[src/rtl/traffic_phase_scheduler.sv]
// traffic_phase_scheduler
//   Demand-driven phase sequencer for a two-road intersection (road 1 = main,
//   road 2 = side). Divides clk into whole seconds, rests in main-road green and
//   serves the side road only after a vehicle or pedestrian request, with all-red
//   clearance between phases. Lamps are registered and track the state.
//
//   Optional feature: define TRAFFIC_PREEMPT_EN to add the emergency preempt input.
//
// Ports
//   clk              system clock (CLK_HZ cycles per second)
//   reset_n          asynchronous active-low reset, forces main-road green
//   sensor2          side-road vehicle present (level)
//   ped_btn          side-road pedestrian request (pulse or level)
//   preempt          emergency preempt (TRAFFIC_PREEMPT_EN only)
//   r1,y1,g1         road-1 lamps
//   r2,y2,g2         road-2 lamps
//   phase[2:0]       current state code
//   sec_tick         one-cycle pulse on each prescaler wrap
//
// state | meaning
// ------+------------------------------------------
// G1    | main green, side red (rest state)
// Y1    | main yellow, side red
// AR1   | all red, clearing main before side green
// G2    | side green, main red
// Y2    | side yellow, main red
// AR2   | all red, clearing side before main green

module traffic_phase_scheduler #(
  parameter int CLK_HZ    = 1000000,
  parameter int MIN_GREEN = 10,
  parameter int MAX_GREEN = 30,
  parameter int YELLOW    = 5,
  parameter int ALL_RED   = 1
) (
  input  logic       clk,
  input  logic       reset_n,
  input  logic       sensor2,
  input  logic       ped_btn,
`ifdef TRAFFIC_PREEMPT_EN
  input  logic       preempt,
`endif
  output logic       r1,
  output logic       y1,
  output logic       g1,
  output logic       r2,
  output logic       y2,
  output logic       g2,
  output logic [2:0] phase,
  output logic       sec_tick
);

  localparam int PW = (CLK_HZ > 1) ? $clog2(CLK_HZ) : 1;
  localparam int EW = $clog2(MAX_GREEN + 1);

  localparam logic [PW-1:0] PS_TC  = PW'(CLK_HZ - 1);
  localparam logic [EW-1:0] E_MIN  = EW'(MIN_GREEN);
  localparam logic [EW-1:0] E_MAX  = EW'(MAX_GREEN);
  localparam logic [EW-1:0] E_YEL  = EW'(YELLOW);
  localparam logic [EW-1:0] E_AR   = EW'(ALL_RED);

  // lamp vector order: {r1, y1, g1, r2, y2, g2}
  localparam logic [5:0] L_G1  = 6'b001_100;
  localparam logic [5:0] L_Y1  = 6'b010_100;
  localparam logic [5:0] L_AR  = 6'b100_100;
  localparam logic [5:0] L_G2  = 6'b100_001;
  localparam logic [5:0] L_Y2  = 6'b100_010;

  typedef enum logic [2:0] {
    S_G1  = 3'd0,
    S_Y1  = 3'd1,
    S_AR1 = 3'd2,
    S_G2  = 3'd3,
    S_Y2  = 3'd4,
    S_AR2 = 3'd5
  } state_t;

  state_t        state, state_nxt;
  logic [PW-1:0] prescaler;
  logic [EW-1:0] elapsed, elapsed_inc;
  logic          req2;
  logic          preempt_i;
  logic [5:0]    lamps, lamps_nxt;

`ifdef TRAFFIC_PREEMPT_EN
  assign preempt_i = preempt;
`else
  assign preempt_i = 1'b0;
`endif

  assign sec_tick = (prescaler == PS_TC);

  // Value elapsed takes after this cycle; comparing against it lets a phase
  // end on the very tick that completes its Nth second.
  assign elapsed_inc = (sec_tick && (elapsed != E_MAX)) ? elapsed + EW'(1) : elapsed;

  always_comb begin
    state_nxt = state;
    case (state)
      S_G1:  if (!preempt_i && req2 && (elapsed_inc >= E_MIN)) state_nxt = S_Y1;
      S_Y1:  if (sec_tick && (elapsed_inc == E_YEL)) state_nxt = S_AR1;
      S_AR1: if (sec_tick && (elapsed_inc == E_AR)) state_nxt = preempt_i ? S_G1 : S_G2;
      S_G2:  if (preempt_i || (elapsed_inc == E_MAX) ||
                 ((elapsed_inc >= E_MIN) && !sensor2)) state_nxt = S_Y2;
      S_Y2:  if (sec_tick && (elapsed_inc == E_YEL)) state_nxt = S_AR2;
      S_AR2: if (sec_tick && (elapsed_inc == E_AR)) state_nxt = S_G1;
      default: state_nxt = S_G1;
    endcase
  end

  always_comb begin
    lamps_nxt = L_G1;
    case (state_nxt)
      S_G1:    lamps_nxt = L_G1;
      S_Y1:    lamps_nxt = L_Y1;
      S_AR1:   lamps_nxt = L_AR;
      S_G2:    lamps_nxt = L_G2;
      S_Y2:    lamps_nxt = L_Y2;
      S_AR2:   lamps_nxt = L_AR;
      default: lamps_nxt = L_G1;
    endcase
  end

  always_ff @(posedge clk or negedge reset_n) begin
    if (!reset_n) begin
      state     <= S_G1;
      prescaler <= '0;
      elapsed   <= '0;
      req2      <= 1'b0;
      lamps     <= L_G1;
    end else begin
      state <= state_nxt;
      lamps <= lamps_nxt;
      if (state_nxt != state) begin
        prescaler <= '0;
        elapsed   <= '0;
      end else begin
        prescaler <= sec_tick ? '0 : prescaler + PW'(1);
        elapsed   <= elapsed_inc;
      end
      // Entry into G2 consumes the request; a request seen on that same cycle is dropped.
      if ((state_nxt == S_G2) && (state != S_G2)) begin
        req2 <= 1'b0;
      end else if ((state != S_G2) && (sensor2 || ped_btn)) begin
        req2 <= 1'b1;
      end
    end
  end

  assign {r1, y1, g1, r2, y2, g2} = lamps;
  assign phase = state;

endmodule

[config.mk]
export PLATFORM = sky130hd
export DESIGN_NAME = traffic_phase_scheduler
export DESIGN_NICKNAME = d
export VERILOG_FILES = /design/src/rtl/traffic_phase_scheduler.sv
export SDC_FILE = /design/constraint.sdc
export NUM_CORES = 1
export LEC_CHECK = 0
export BUFFER_PORTS_ARGS = -buffer_cell sky130_fd_sc_hd__buf_2
export CAP_MARGIN = 20
export CORE_MARGIN = 1
export CORE_UTILIZATION = 54
export DETAILED_ROUTE_END_ITERATION = 10
export PLACE_DENSITY = 0.75
export SYNTH_ARGS = -nofsm -noshare
export SYNTH_HDL_FRONTEND = slang
export SYNTH_SLANG_ARGS = --single-unit
[constraint.sdc]
create_clock -name clk -period 2.4 [get_ports clk]
set_input_delay 0.48 -clock clk [delete_from_list [all_inputs] [get_ports clk]]
set_output_delay 0.48 -clock clk [all_outputs]
set_load 0.1 [all_outputs]
==> results of run 1 <==
[power groups by stage]
stage / Clock [uW] / Sequential (uW) / Combinational (uW)
global placement: 0 / 601 / 17.3
floorplan: 0 / 601 / 2.48
CTS: 482 / 590 / 17.5
global route: 502 / 589 / 20.6
finish: 477 / 590 / 17.7
detailed placement: 0 / 601 / 17.5
[kinds of logic after synthesis]
family / Yosys count
and+or+nand+nor: 103
buffers and inverters: 22
xor gates and xnor gates: 24
DFF: 35
adders and majority gates: 3
AOI/OAI and AO/OA: 34
[synthesized netlist by cell type (2+ instances only)]
library cell | number | share of area (%)
nor4b_1 | 4 | 1.6
nand3_1 | 11 | 2.5
buf_6 | 2 | 1.0
and4b_1 | 3 | 1.4
nor4_2 | 6 | 3.4
a211oi_1 | 2 | 0.68
nor2_1 | 10 | 1.7
a21o_1 | 3 | 1.0
inv_1 | 6 | 1.0
dfrtp_1 | 33 | 37
and2_1 | 2 | 0.56
o21ai_0 | 2 | 0.45
o31ai_1 | 2 | 0.68
and3_1 | 6 | 1.7
nor4_4 | 2 | 1.9
a32o_1 | 2 | 0.90
and3b_1 | 2 | 0.79
and4_1 | 3 | 1.2
xnor2_1 | 11 | 4.3
buf_2 | 7 | 1.6
a31oi_1 | 3 | 0.85
ha_1 | 3 | 1.7
o211ai_1 | 2 | 0.68
o211a_1 | 2 | 0.90
dfstp_2 | 2 | 2.4
nand2_1 | 10 | 1.7
nand4_1 | 5 | 1.4
nand2b_1 | 5 | 1.4
a21oi_1 | 3 | 0.68
xor2_1 | 13 | 5.1
nor3_1 | 20 | 4.5
clkbuf_1 | 5 | 0.85
nor4_1 | 6 | 1.7
[state kept, by name (all words and copies together) (netlist names)]
name       cells
elapsed        5
lamps          6
prescaler     20
req2           1
phase          3
[routing by layer]
layer,vias to the layer above,track usage (%),share of wire (%)
li1,912,-,-
met4,0,12.0,2.0
met1,956,35.7,44
met2,65,41.6,49
met3,14,5.52,4.6
met5,-,0,0
[worst paths after layout]
check,start,end,slack (ps)
worst max-delay path,elapsed[1],prescaler[1],-110
worst min-delay path,reset_n,lamps[4],250
min in group clk,req2,req2,550
worst max register to register,elapsed[1],prescaler[1],-110
max in group asynchronous,reset_n,prescaler[6],1610
worst min register to register,req2,req2,550
[cells in the final DEF (no fill, tap or decap), types with 7 or more instances in the layout]
cell type and n:
nor3_1 18, nand2_1 9, buf_4 33, nor4_4 7
nor2_1 10, dfrtp_1 30, clkbuf_8 7, nand3_1 10
buf_2 12, xor2_1 12, xnor2_1 10
[per-stage QoR]
step                      setup TNS, ps  setup slack (ps)  util, %  cells
final                             -1390              -108     76.6    311
after global routing              -3780              -177     76.6    311
after CTS                         -21.0             -10.4     70.4    305
after detailed placement           -647              -108     66.2    295
after global placement            -36.3             -28.5     66.2    295
after floorplan                       0              8.78        -    221
[layout make-up]
cell class	count	area, um^2	share of cell area, %
clock buffers	8	100	3.44
inverters	6	22.5	0.774
multi-input cells	164	1440	49.5
flip-flops and latches	35	882	30.3
well taps	48	60.1	2.06
repair buffers	50	404	13.9
[what timing repair did]
action / 4_1_cts / 5_1_grt
resized for setup: 8 / 30
endpoints found under the setup margin: 20 / 31
pin swaps: 2 / 10
cloned: 0 / 2
setup buffers: 2 / 4
[critical path: cells and delay by family (launching register included)]
family,cells,cell delay [ps]
compound gates,4,1120
fa+ha+maj,1,320
buf+inv,1,200
flops,1,470
simple gates,2,290
==> run metrics, run 1 <==
status finished, violations left; failing checks setup timing; switching share of power roughly a fifth; Num CTS Buffers 5; Synth Instances 221; Slew Limit Fails 0; pwr/cell area between 300 and 400 mW/mm^2; Tcrit/Tclk final 105%; fraction of registers with async set or reset after synthesis 100%; cells on worst reg2reg path 8; main combinational cell family by area after synthesis simple AND/OR/NAND/NOR gates; latest clock arrival within the worst-skew pair about 300 ps; # fillers around 230; worst path cell trace ha_4 > nand2b_1 > a21o_1 > a311oi_4 > a21oi_4 > a221o_2 > clkbuf_16 > nor4b_4; final setup fails 27; pin count of the biggest net entering global routing 36; Worst Skew around 11 ps; maximum clock insertion buffer count 2; XOR/XNOR share of the synthesized area a little under a tenth; Die Height about 66 um; die area about 0.0044 mm^2; Worst path slowest cell dfrtp_2; initial antenna violation count 0; GR Util All Layers 26.7%; Critical Path Fanout Max 6; post-route cell area just under 0.003 mm^2; Leak approximately 0.0012 uW; H-tree levels 2; Vias 1947; first-pass GRT wire length about 8600 um; Mapped Nets around 230; endpoint class of the critical path flop; Core Rows 22; Synth Flop Type dfrtp_1; cts-stage hold buffer count 0; post-synthesis compound-gate area fraction between 10% and 20%; Post-synth EDFFs 0; Routability Congestion 0.876; n_diodes 0; Tot Pwr ~1100 uW; Max Cap Viol 0; I/O pin total 14; fmax ~0.40 GHz; post-synthesis mux area share 0%; Post-Synth Adder-Cell Area 1.69%; combinational power share between 1.5 and 2%; simple-gate area share of the yosys netlist about 31%; Root Buffer clkbuf_8; Post-Route WL about 5800 um; register area share after synthesis roughly two fifths; placed cell areas around 0.0025 mm^2; vias in the first global route ~1800; Sink Count 35; Hold Path Class input pin to async pin; Initial Utilization approximately three fifths; Routed Antenna Nets 0; aggregate global routing overflow 0; CORE AREA approximately 0.0038 mm^2; sequential power share 54.4%; Synth cell types between 50 and 60; Worst Tran Pin Value between 700 and 800 ps; number of synthesized register bits 35; clock tree from TritonCTS built; Synth Cell Area roughly 0.0022 mm^2; HPWL Detailed ~3500 um; Nets approximately 270; Arr. time, crit path approximately 2700 ps; 1st-pass router iterations 5; share of layout cells above drive strength 1 between 30% and 40%; sw power roughly 230 uW; required time worst endpoint approximately 2600 ps; DRC 0; RSZ-0062 raised after global routing true; worst rel slew slack slightly below 50%; Worst path max stage delay roughly 470 ps; peak supply drop around 0.44 mV; die width about 66 um; crit path time final ~2500 ps; Routed WL per cell 18.7 um; Vias/cell 6.26; endpoints failing hold 0; input/output buffers 13; Clk pwr share between 40% and 50%; area delta synth->final 31.0%; crit start category flop; Worst-path clk slew roughly 80 ps; Int Pwr 855 uW; Syn. warnings 0; WS Path Type flop to flop; hold_ws ~250 ps; DRT iter0 DRCs 137; Final WS setup -108 ps; Post-Syn Area per Cell roughly 10 um^2
Note: power is estimated with default switching activity, not from simulation.
==> inputs of run 2 (changes only) <==
- PLACE_DENSITY: 0.75 -> unset
- PLACE_DENSITY_LB_ADDON: unset -> 0.2
==> run 2 against run 1 <==
  * The run still ends with setup timing left
  * Final area shrank 1.5%
  * Final cell count shrank 0.32%
  * Sequential share of layout area grew 0.49 points
  * Utilization shrank 1.1 points
  * Via count shrank 0.77%
  * Worst setup slack gained 92 ps
  * Sequential power is essentially flat
  * Total power grew 6.8%
  * Count of clock-buffer cells in the layout shrank 3
  * Routed wire length shrank 4.9%
==> run metrics, run 2 (same netlist as run 1, synthesis figures left out) <==
status finished, violations left; failing checks setup timing; highest-count cells in the layout ignoring fill and taps buf_4 (31), dfrtp_1 (29), nor3_1 (18); area delta synth->final 29.1%; crit start category flop; Largest register FFs 20 (unchanged); placed cell areas 0.00249 mm^2 (-0.90%); 1st-pass router iterations 4 (-1); Arr. time, crit path 2620 ps (-90 ps); Critical Path Fanout Max 6 (unchanged); endpoint class of the critical path flop; CORE AREA 0.00380 mm^2 (unchanged); Sink Count 35 (unchanged); Die Height 66.1 um (unchanged); Worst Skew 11.6 ps (+0.821 ps); clock tree from TritonCTS built; pre-CTS setup slack -87.2 ps (+21.1 ps); Hold Path Class input pin to async pin; final setup fails 5 (-81%); peak supply drop 0.431 mV (-1.8%); Nets 268 (-0.37%); endpoints failing hold 0 (unchanged); worst rel slew slack 47.4% (-1.3 points); die area 0.00437 mm^2 (unchanged); Slew Limit Fails 0 (unchanged); Worst-path clk slew 90 ps (about the same); input/output buffers 13 (unchanged); Initial Utilization 58.5% (unchanged); RSZ-0062 raised after global routing true; Leak 0.00117 uW (-0.11%); fmax 0.414 GHz (+3.8%); Routability Congestion 0.853 (-2.7%); commonest non-fill, non-tap cell in the layout buf_4; Routed WL per cell 17.9 um (-4.6%); Final WS setup -15.9 ps (+92.3 ps); crit path to prescaler[14]; maximum clock insertion buffer count 2 (unchanged); Critical path origin prescaler[18]; Reg2Reg Launch Point prescaler[18]; aggregate global routing overflow 0 (unchanged); WS Path Type flop to flop; Max Cap Viol 0 (unchanged); vias in the first global route 1866 (+3.9%); I/O pin total 14 (unchanged); Vias 1932 (-0.77%); Worst Tran Pin Value 788 ps (+19.7 ps); crit path time final 2420 ps (-92.3 ps); die width 66.1 um (unchanged); post-route cell area 0.00287 mm^2 (-1.5%); # fillers 243 (+5.2%); Routed Antenna Nets 0 (unchanged); Core Rows 22 (unchanged); required time worst endpoint 2600 ps (about the same); Most flops, register prescaler; FF-to-FF setup slack -20 ps (+90 ps); latest clock arrival within the worst-skew pair 300 ps (about the same); first-pass GRT wire length 8590 um (+0.33%); cells on worst reg2reg path 9 (+1); Root Buffer clkbuf_8; top flop regs prescaler: 20 flops, lamps: 6 flops, elapsed: 5 flops; cts-stage hold buffer count 0 (unchanged); DRT iter0 DRCs 204 (+49%); Tcrit/Tclk final 101% (-3.8 points); Tot Pwr 1160 uW (+6.8%); n_diodes 0 (unchanged); DRC 0 (unchanged); initial antenna violation count 0 (unchanged); pin count of the biggest net entering global routing 36 (unchanged); GR Util All Layers 26.7% (about the same); share of layout cells above drive strength 1 37.8% (-1.0 points); H-tree levels 2 (unchanged); Post-Route WL 5540 um (-4.9%); Vias/cell 6.23 (-0.45%); Num CTS Buffers 5 (unchanged); HPWL Detailed 3670 um (+4.5%); worst reg2reg endpoint prescaler[14]; pwr/cell area 404 mW/mm^2 (+8.3%)
[run 2: worst max-delay path: stages (launching register included)]
cell,delay (ps)
dfrtp_1,410
and4b_2,250
and4b_1,230
buf_4,130
buf_4,130
a31oi_2,190
a21oi_2,90
a221o_2,470
clkbuf_16,200
nor4_4,230
[run 2: area by class of cell]
| class | instances | area (um^2) | share of cell area, % |
|---|---|---|---|
| Timing Repair Buffer | 49 | 414 | 14.4 |
| Clock inverter | 3 | 46.3 | 1.62 |
| Sequential cell | 35 | 883 | 30.8 |
| Multi-Input combinational cell | 164 | 1370 | 47.8 |
| Tap cell | 48 | 60.1 | 2.10 |
| Inverter | 6 | 22.5 | 0.786 |
| Clock buffer | 5 | 68.8 | 2.40 |
[run 2: worst min path at each step]
stage / slack, ps / to / cells past startpoint
final: 250 / lamps[1] / 1
after global routing: 320 / req2 / 1
after CTS: 280 / lamps[1] / 1
after detailed placement: 510 / req2 / 2
after global placement: 500 / req2 / 2
after floorplan: 180 / elapsed[0] / 0
[run 2: report_power, final]
group,total (uW),switching (uW),internal [uW]
sequential,589,0,589
combinational,17.2,14.2,3.04
clock,551,239,313
total,1160,253,905
[run 2: layer usage]
metal  share of wire (%)  track usage (%)  vias to the layer above  wire (um)
met5                   0                0                        -          0
met4                 2.4             10.9                        0        135
met3                 3.5             4.83                       15        194
met2                  51             44.6                       56       2810
met1                  43             33.9                      958       2400
li1                    -                -                      903          -
[run 2: per-stage QoR]
step | util, % | std cells | hold slack, ps | setup TNS, ps
floorplan | - | 221 | 184 | 0
global placement | 65.6 | 292 | 501 | 0
detailed placement | 65.6 | 292 | 505 | -529
CTS | 70.9 | 301 | 280 | 0
global route | 75.5 | 310 | 320 | -2590
finish | 75.5 | 310 | 253 | -36.4
[run 2: repair_timing]
action	in CTS	in global routing
pin swaps	2	8
setup buffers	1	7
gates resized for setup	15	18
cloned	0	2
endpoints found under the setup margin	17	31
==> inputs of run 3 (changes only) <==
- CORE_UTILIZATION: 54 -> 35
==> run 3 against run 2 <==
  * Final area is 1.9% lower
  * Sequential power hardly changed
  * Largest power group unchanged
  * Total power is 13% lower
  * Highest routed layer unchanged
  * Critical path type unchanged
  * Clock power is 27% lower
  * Worst hold slack better by 21 ps
  * Via count is 3.7% lower
  * The run now ends clean
  * Sequential cell count stayed put
==> run metrics, run 3 (same netlist as run 1, synthesis figures left out) <==
post-route cell area 0.00281 mm^2 (-1.9%); required time worst endpoint 2590 ps (about the same); WS Path Type flop to flop; first-pass GRT wire length 8600 um (about the same); CORE AREA 0.00603 mm^2 (+59%); input/output buffers 13 (unchanged); die width 81.7 um (+23%); Max Cap Viol 0 (unchanged); Largest delay share family, worst path compound AO/OA/AOI/OAI gates; latest clock arrival within the worst-skew pair 280 ps (-20 ps); n_diodes 0 (unchanged); Largest register FFs 20 (unchanged); Sink Count 35 (unchanged); Nets 267 (-0.37%); I/O pin total 14 (unchanged); Routability Congestion 0.783 (-8.2%); Tcrit/Tclk final 98.7% (-2.0 points); die area 0.00667 mm^2 (+52%); Vias 1860 (-3.7%); Worst Skew 5.40 ps (-6.23 ps); Worst path slowest cell dfrtp_1; CP bufs+invs 2 (-1); peak supply drop 0.276 mV (-36%); initial antenna violation count 0 (unchanged); pwr/cell area 358 mW/mm^2 (-11%); vias in the first global route 1758 (-5.8%); fmax 0.422 GHz (+2.0%); Root Buffer clkbuf_8; top flop regs prescaler: 20 flops, lamps: 6 flops, elapsed: 5 flops; Worst path max stage delay 400 ps (-70 ps); Initial Utilization 36.9% (-22 points); RSZ-0062 raised after global routing true; Num CTS Buffers 5 (unchanged); aggregate global routing overflow 0 (unchanged); Final Util 46.7% (-29 points); Worst-path clk slew 70 ps (-20 ps); highest-count cells in the layout ignoring fill and taps dfrtp_1 (33), buf_4 (33), nor3_1 (19); placed cell areas 0.00257 mm^2 (+3.2%); DRT iter0 DRCs 70 (-66%); crit path time final 2370 ps (-46.8 ps); H-tree levels 2 (unchanged); share of layout cells above drive strength 1 34.9% (-2.9 points); Hold Path Class input pin to async pin; Most flops, register prescaler; status finished, final reports clean; Leak 0.00115 uW (-1.9%); cts-stage hold buffer count 0 (unchanged); area delta synth->final 26.6%; Worst Tran Pin Value 775 ps (-13.9 ps); Routed Antenna Nets 0 (unchanged); Post-Route WL 5010 um (-9.4%); 1st-pass router iterations 4 (unchanged); Routed WL per cell 14.9 um (-16%); crit start category flop; clock tree from TritonCTS built; Die Height 81.7 um (+23%); endpoint class of the critical path flop; final setup fails 0 (-5); worst path cell trace nor4b_2 > buf_4 > nand4b_1 > a311oi_2 > a21oi_2 > a221o_1 > buf_12 > nor4_4; maximum clock insertion buffer count 2 (unchanged); HPWL Detailed 3570 um (-2.9%); endpoints failing hold 0 (unchanged); pin count of the biggest net entering global routing 36 (unchanged); Slew Limit Fails 0 (unchanged); Arr. time, crit path 2560 ps (-60 ps); DRC 0 (unchanged); Critical Path Fanout Max 25 (+19); Core Rows 28 (+27%); worst rel slew slack 48.4% (+0.93 points); Vias/cell 5.54 (-11%); GR Util All Layers 16.8% (-9.9 points)
[run 3: layer usage]
| metal | wire length, um | GRT usage, % |
|---|---|---|
| met3 | 190 | 4.22 |
| met5 | 0 | 0 |
| met1 | 2440 | 22.3 |
| met4 | 77 | 5.44 |
| met2 | 2310 | 26.6 |
[run 3: final timing paths]
path | from | end | slack (ps) | depth (start not counted)
worst min-delay path | reset_n | prescaler[9] | 270 | 1
min in group clk | req2 | req2 | 540 | 2
worst max-delay path | prescaler[10] | prescaler[19] | 30 | 8
worst max register to register | prescaler[10] | prescaler[19] | 30 | 8
worst min register to register | req2 | req2 | 540 | 2
max in group asynchronous | reset_n | elapsed[0] | 1630 | 1
[run 3: report_power, final]
group / leakage (uW) / switching (uW) / internal (uW)
Combinational: 0.000683 / 14.1 / 3.55
Sequential: 0.000425 / 0 / 590
Clock: 0.0000422 / 197 / 203
[run 3: metrics by stage]
stage | power (uW) | TNS (ps) | hold WS, ps | setup WS (ps) | instances
6_report | 1010 | 0 | 275 | 30.9 | 336
3_5_place_dp | 619 | -194 | 533 | -98.9 | 325
3_3_place_gp | 619 | -476 | 510 | -106 | 325
4_1_cts | 1020 | 0 | 311 | 2.57 | 334
5_1_grt | 1060 | -927 | 358 | -86.6 | 336
2_1_floorplan | 604 | 0 | 184 | 8.78 | 221
[run 3: worst reg2reg max path: cells and delay by family, from the launching register on]
kind                   cells  cell delay, ps
AOI/OAI and AO/OA          3             810
and+or+nand+nor            3             730
DFF                        1             400
buffers and inverters      2             340
[run 3: repair_timing]
| action | CTS | global route |
|---|---|---|
| gates resized for setup | 13 | 10 |
| buffers inserted | 1 | 2 |
| gates cloned | 0 | 0 |
| setup endpoints to repair | 11 | 33 |
| pin swaps | 2 | 5 |
[run 3: layout make-up]
class	instances	area, um^2
clock inverter	1	5.00
multi-input combinational	164	1370
clock buffer	7	76.3
fill	569	3210
tap	75	93.8
inverter	6	22.5
sequential	35	878
timing repair buffer	48	368
